<file path="src/rtl/keypad_loader_pkg.sv">
// Shared types and constants for the microwave keypad loader.
// Holds the FSM state encoding, digit limits and the quick-start increment.
// Also provides the saturating BCD "+30 s" helper used by quick-start.
package microwave_pkg;

  typedef enum logic [2:0] {
    IDLE  = 3'd0,
    ENTRY = 3'd1,
    LOAD  = 3'd2,
    RUN   = 3'd3,
    PAUSE = 3'd4
  } state_e;

  localparam int unsigned DIGITS_DEFAULT       = 3;
  localparam int unsigned KEY_MAX              = 9;
  localparam int unsigned SEC_TENS_MAX_DEFAULT = 5;
  localparam int unsigned QUICK_SECS           = 30;

  typedef struct packed {
    logic [3:0] min;
    logic [3:0] sec_tens;
    logic [3:0] sec_ones;
  } bcd_time_t;

  // Add QUICK_SECS to an M:SS value; seconds carry into minutes, 9:59 cap.
  function automatic bcd_time_t add_quick(input bcd_time_t t);
    bcd_time_t r;
    int        tens;
    int        mins;
    tens = int'(t.sec_tens) + int'(QUICK_SECS / 10);
    mins = int'(t.min);
    if (tens > 5) begin
      tens = tens - 6;
      mins = mins + 1;
    end
    if (mins > 9) begin
      r.min      = 4'd9;
      r.sec_tens = 4'd5;
      r.sec_ones = 4'd9;
    end else begin
      r.min      = 4'(mins);
      r.sec_tens = 4'(tens);
      r.sec_ones = t.sec_ones;
    end
    return r;
  endfunction

endpackage

</file>
<file path="src/rtl/keypad_loader_bcd_shift_reg.sv">
// BCD entry register: shifts a new digit in at the least-significant end.
// Latency: one cycle from control strobe to updated contents.
// Priority: sync reset, then clear, then parallel load, then shift.
module bcd_shift_reg #(
  parameter int unsigned DIGITS = 3
) (
  input  logic                   clk,
  input  logic                   clr,
  input  logic                   clear_i,
  input  logic                   shift_i,
  input  logic [3:0]             digit_i,
  input  logic                   load_i,
  input  logic [DIGITS-1:0][3:0] load_dat_i,
  output logic [DIGITS-1:0][3:0] q_o
);

  logic [DIGITS-1:0][3:0] dig_q;
  logic [DIGITS-1:0][3:0] dig_d;

  // Select the next register contents; the oldest digit falls off on shift.
  always_comb begin
    dig_d = dig_q;
    if (clear_i) begin
      dig_d = '0;
    end else if (load_i) begin
      dig_d = load_dat_i;
    end else if (shift_i) begin
      dig_d = {dig_q[DIGITS-2:0], digit_i};
    end
  end

  // Digit storage with synchronous reset.
  always_ff @(posedge clk) begin
    if (clr) begin
      dig_q <= '0;
    end else begin
      dig_q <= dig_d;
    end
  end

  assign q_o = dig_q;

endmodule

</file>
<file path="src/rtl/keypad_loader.sv">
// Keypad loader: collects M:SS digits, loads the countdown chain, runs it.
// Latency: key->data 1 cycle, start->loadn low 1 cycle, start->en 2 cycles.
// Optional KEYPAD_QUICK_START_EN: start in IDLE loads 0:30, start in RUN adds 30 s.
module keypad_loader
  import microwave_pkg::*;
#(
  parameter int unsigned DIGITS       = DIGITS_DEFAULT,
  parameter int unsigned SEC_TENS_MAX = SEC_TENS_MAX_DEFAULT
) (
  input  logic       clk,
  input  logic       clr,
  input  logic       key_valid,
  input  logic [3:0] key_code,
  input  logic       start_btn,
  input  logic       stop_btn,
  input  logic       timer_zero,
  output logic [3:0] data_min,
  output logic [3:0] data_sec_tens,
  output logic [3:0] data_sec_ones,
  output logic       loadn,
  output logic       en,
  output logic       running,
  output logic       done,
  output logic       entry_err
);

  localparam logic [3:0] KEY_MAX_L      = 4'(KEY_MAX);
  localparam logic [3:0] SEC_TENS_MAX_L = 4'(SEC_TENS_MAX);

  state_e                 state_q, state_d;
  logic                   done_q, done_d;
  logic                   err_q, err_d;
  logic [DIGITS-1:0][3:0] digits;
  logic                   sr_clear, sr_shift, sr_load;
  logic [DIGITS-1:0][3:0] sr_load_dat;
  logic                   key_ok;
  logic                   entry_bad;

  assign key_ok    = key_valid && (key_code <= KEY_MAX_L);
  assign entry_bad = (digits[1] > SEC_TENS_MAX_L) || (digits == '0);

  bcd_shift_reg #(.DIGITS(DIGITS)) u_digits (
    .clk        (clk),
    .clr        (clr),
    .clear_i    (sr_clear),
    .shift_i    (sr_shift),
    .digit_i    (key_code),
    .load_i     (sr_load),
    .load_dat_i (sr_load_dat),
    .q_o        (digits)
  );

  // State and one-cycle pulse registers.
  always_ff @(posedge clk) begin
    if (clr) begin
      state_q <= IDLE;
      done_q  <= 1'b0;
      err_q   <= 1'b0;
    end else begin
      state_q <= state_d;
      done_q  <= done_d;
      err_q   <= err_d;
    end
  end

  // Next state plus entry-register control; stop beats start, zero beats stop.
  always_comb begin
    state_d     = state_q;
    sr_clear    = 1'b0;
    sr_shift    = 1'b0;
    sr_load     = 1'b0;
    sr_load_dat = digits;
    done_d      = 1'b0;
    err_d       = 1'b0;
    case (state_q)
      IDLE: begin
`ifdef KEYPAD_QUICK_START_EN
        if (start_btn && !stop_btn) begin
          sr_load     = 1'b1;
          sr_load_dat = '0;
          sr_load_dat[1] = 4'(QUICK_SECS / 10);
          state_d     = LOAD;
        end else
`endif
        if (key_ok) begin
          sr_shift = 1'b1;
          state_d  = ENTRY;
        end
      end
      ENTRY: begin
        if (stop_btn) begin
          sr_clear = 1'b1;
          state_d  = IDLE;
        end else if (start_btn) begin
          // A simultaneous key is dropped; start alone decides.
          if (entry_bad) begin
            err_d = 1'b1;
          end else begin
            state_d = LOAD;
          end
        end else if (key_ok) begin
          sr_shift = 1'b1;
        end
      end
      LOAD: begin
        state_d = RUN;
      end
      RUN: begin
        if (timer_zero) begin
          sr_clear = 1'b1;
          done_d   = 1'b1;
          state_d  = IDLE;
        end else if (stop_btn) begin
          state_d = PAUSE;
        end
`ifdef KEYPAD_QUICK_START_EN
        else if (start_btn) begin
          sr_load     = 1'b1;
          sr_load_dat = add_quick(bcd_time_t'(digits));
          state_d     = LOAD;
        end
`endif
      end
      PAUSE: begin
        if (stop_btn) begin
          sr_clear = 1'b1;
          state_d  = IDLE;
        end else if (start_btn) begin
          state_d = RUN;
        end
      end
      default: begin
        state_d = IDLE;
      end
    endcase
  end

  // Countdown-chain handshake and status outputs decoded from state.
  always_comb begin
    loadn   = (state_q != LOAD);
    en      = (state_q == RUN);
    running = (state_q == LOAD) || (state_q == RUN);
  end

  assign data_min      = digits[DIGITS-1];
  assign data_sec_tens = digits[1];
  assign data_sec_ones = digits[0];
  assign done          = done_q;
  assign entry_err     = err_q;

endmodule

</file>
<file path="config.mk">
export PLATFORM = sky130hd
export DESIGN_NAME = keypad_loader
export DESIGN_NICKNAME = d
export VERILOG_FILES = /design/src/rtl/keypad_loader_pkg.sv /design/src/rtl/keypad_loader_bcd_shift_reg.sv /design/src/rtl/keypad_loader.sv
export SDC_FILE = /design/constraint.sdc
export NUM_CORES = 1
export LEC_CHECK = 0
export CORE_ASPECT_RATIO = 0.9
export CORE_MARGIN = 1
export CORE_UTILIZATION = 46
export CTS_BUF_LIST = sky130_fd_sc_hd__clkbuf_8
export CTS_CLUSTER_SIZE = 25
export DETAILED_ROUTE_END_ITERATION = 8
export GPL_TIMING_DRIVEN = 0
export PLACE_DENSITY = 0.81
export SETUP_SLACK_MARGIN = 0.05
export SYNTH_ARGS = -nofsm -noshare
export SYNTH_HDL_FRONTEND = slang
export SYNTH_SLANG_ARGS = --single-unit
</file>
<file path="constraint.sdc">
create_clock -name clk -period 2.05 [get_ports clk]
set_input_delay 0.41 -clock clk [delete_from_list [all_inputs] [get_ports clk]]
set_output_delay 0.41 -clock clk [all_outputs]
set_load 0.05 [all_outputs]
</file>
==> summary.md <==
- 1 — total number of cells along the worst setup path
- 12.8 um — routed length per instance
- 0.860 — routability-driven placement congestion ratio
- 100 — number of nets produced by synthesis
- 42.2% — share of Yosys cell area claimed by the top area cell type
- 1640 ps — critical path required time
- 3.07 ps — worst clock skew
- 6 — worst r2r path cells
- clkdlybuf4s50_1 — cell-by-cell listing of the critical path
- 1.19 mW — Design Power
- 0 — CTS Hold Buffers Added
- 0 — max capacitance violation total
- 10.2% — proportion of layout cells with a drive suffix above 1
- 0 — gr ovfl total
- 27 — post-synthesis cell type count
- 0 — post-CTS setup buffers
- 0 — total of warnings raised by yosys
- dfxtp_1 — Post-synth top flop
- 129 — net count reported at finish
- 1550 sq um — core box area
- 46.1 um — die extent in x
- 2 — largest buffer count on any clock path
- clkdlybuf4s50_1 — cell with the largest stage delay on the worst path
- 17 — flip-flop and latch count after synthesis
- flop to primary output — Crit Path Category
- 60 ps — CTS clk-pin slew, worst paths
- 1400 um — dpl hpwl
- 0 — residual DRC count
- dfxtp_1 (17), nor2_1 (17), mux2i_1 (14), clkbuf_1 (4), nand3_1 (4) — most frequent cells after synthesis
- 0 — number of enable-type register cells in the synthesized netlist
- 21.2% — total global-route track usage
- 683 — number of global-route vias before repair
- 1510 ps — data arrival at the endpoint of the critical path
- 41.7 um — DIE HEIGHT
- 25 — Port Buffer Count
- 1800 um — final wirelength
- 1 — critical path buffer and inverter count
- 2 — worst hold path depth
- false — unrepaired setup endpoints after global routing
- 3 — number of buffers inserted during clock tree synthesis
- 13 — Row Count
- 0 — final count of negative-setup-slack endpoints
- 35.0% — sequential fraction of design power
- done — CTS tree
- 490 uW — Sw Pwr
- 504 ps — Tightest Pin Transition
- 0 — ANT nets after route
- 52.1% — starting utilization of the core area
- 1 — count of H-tree levels built during CTS
- flop to flop — path category of the worst min-delay check
- 0 — final number of max-transition violations
- 0.000807 V — Worst IR Drop VDD
- 520 MHz — FMAX
- 806 sq um — Netlist Area Pre-Place
- 0 — antenna diode count
- 66.3% — worst slew margin relative to its limit
- 2940 um — first-pass GRT wire length
- 0 ps — Sum Neg Setup Slack
- 17 — TritonCTS Sinks
- 705 uW — Cell Int Power
- 45.0% — power share of the combinational group
- 0 — number of antenna violations at the first check in global routing
- buffers and inverters — Crit path max-delay family
- -219 ps — worst setup slack after placement
- 0.479 nW — leakage power
- clkbuf_8 — CTS Root Cell
- complete, no violations — result of the run
- flop — kind of launch point of the worst setup path
- 93.7% — final clock period utilization by the worst path
- 840 ps — delay of the slowest critical-path stage
- 20.0% — proportion of power drawn by the clock network
- 556 ps — Hold Worst Slack
- 129 ps — minimum setup slack in the final design
- 39.6% — Synth-to-Final Area Change
- 0 — final-report hold violation count
- 8.95 sq um — mean cell area of the mapped netlist
- 5.46 — via/cell ratio
- 72.8% — Final Core Density
- 0% — FFs w/ async S/R, synth
- 14 — first-iteration detailed-routing DRC count
- dfxtp_1 — Yosys top cell by area
- 370 ps — register-to-register setup slack
- 27 — number of I/O pins
- 1920 ps — minimum clock period after layout
- 1920 sq um — full die area
- 1060 nW/um^2 — Power Density
- dfxtp_1 (42%), mux2i_1 (17%), nor2_1 (7.9%), nor4_2 (3.1%), nand3_1 (2.5%) — largest cells by area after synthesis
- 90 — Mapped Cells
- 5 — largest driver fanout on the critical path
- 4 — number of optimization iterations in the first detailed-route pass
- 250 ps — worst-skew pair later-pin latency
- 42.2% — sequential-to-total area share from yosys stat
- 41.0% — Switching Share
- 11 — largest net degree at the start of global routing
- 764 — vias
- primary output — nature of the critical path endpoint
## final timing paths
check,start,end
setup / recovery,u_digits.q_o[6],data_sec_tens[2]
hold / removal,u_digits.q_o[9],u_digits.q_o[9]
setup reg to reg,state_q[0],u_digits.q_o[4]
hold reg to reg,u_digits.q_o[9],u_digits.q_o[9]
## metal layers
layer / global-route usage [%] / vias up / wire (um)
met5: 0 / - / 0
met1: 27.2 / 365 / 844
met4: 5.29 / 0 / 15
met2: 32.1 / 18 / 863
li1: - / 379 / -
met3: 9.13 / 2 / 73
## kinds of logic (layout without fill, tap and decap cells)
logic type	after synthesis	in the layout	synth area share [%]
AO/OA/AOI/OAI	14	14	12.3
AND/OR/NAND/NOR	38	38	24.7
flip-flops	17	17	42.2
buffers and inverters	7	35	3.42
multiplexers	14	14	17.4
## cell type report
class                   instances  area (sq um)
clock inverters                 1          3.75
clock buffers                   3          41.3
fillers                       123           420
multi-input cells              66           442
flip-flops and latches         17           342
inverters                       2          7.51
plain buffers                   4          16.3
well taps                      22          27.5
repair buffers                 25           245
## metrics by stage
step	area (sq um)	std cells
after global placement	1090	137
after global routing	1120	140
final	1120	140
after CTS	1130	140
after floorplan	810	90
after detailed placement	1090	137
## cells in the final DEF (no fill, tap or decap), drive strengths merged, types with 2 or more instances in the layout
master	n
o21ai	5
a211oi	2
nor3b	2
nand3	4
nor4	2
clkbuf	7
mux2i	14
inv	3
dfxtp	17
nor3	3
nand2	2
a21oi	2
nor2	17
nand2b	3
clkdlybuf4s50	22
## flip-flops by register name (all words and copies together), names as in the netlist
name          flops
entry_err         1
u_digits.q_o     12
done              1
state_q           3
## what timing repair did
item,in CTS,in global routing
endpoints found under the setup margin,3,1
gates resized for setup,6,2
endpoints found under the hold margin,0,0
## tightest hold or removal path, delay by kind of cell, from the launching register on
kind | cells | cell delay [ps]
flops | 1 | 370
mux | 1 | 90
simple gates | 1 | 70
## power groups by stage
stage / sequential [mW] / combinational, mW / clock (mW)
global route: 0.424 / 0.577 / 0.269
CTS: 0.418 / 0.541 / 0.249
floorplan: 0.455 / 0.377 / 0
detailed placement: 0.400 / 0.583 / 0
global placement: 0.398 / 0.576 / 0
finish: 0.418 / 0.537 / 0.239
(Power assumes the default switching activity.)
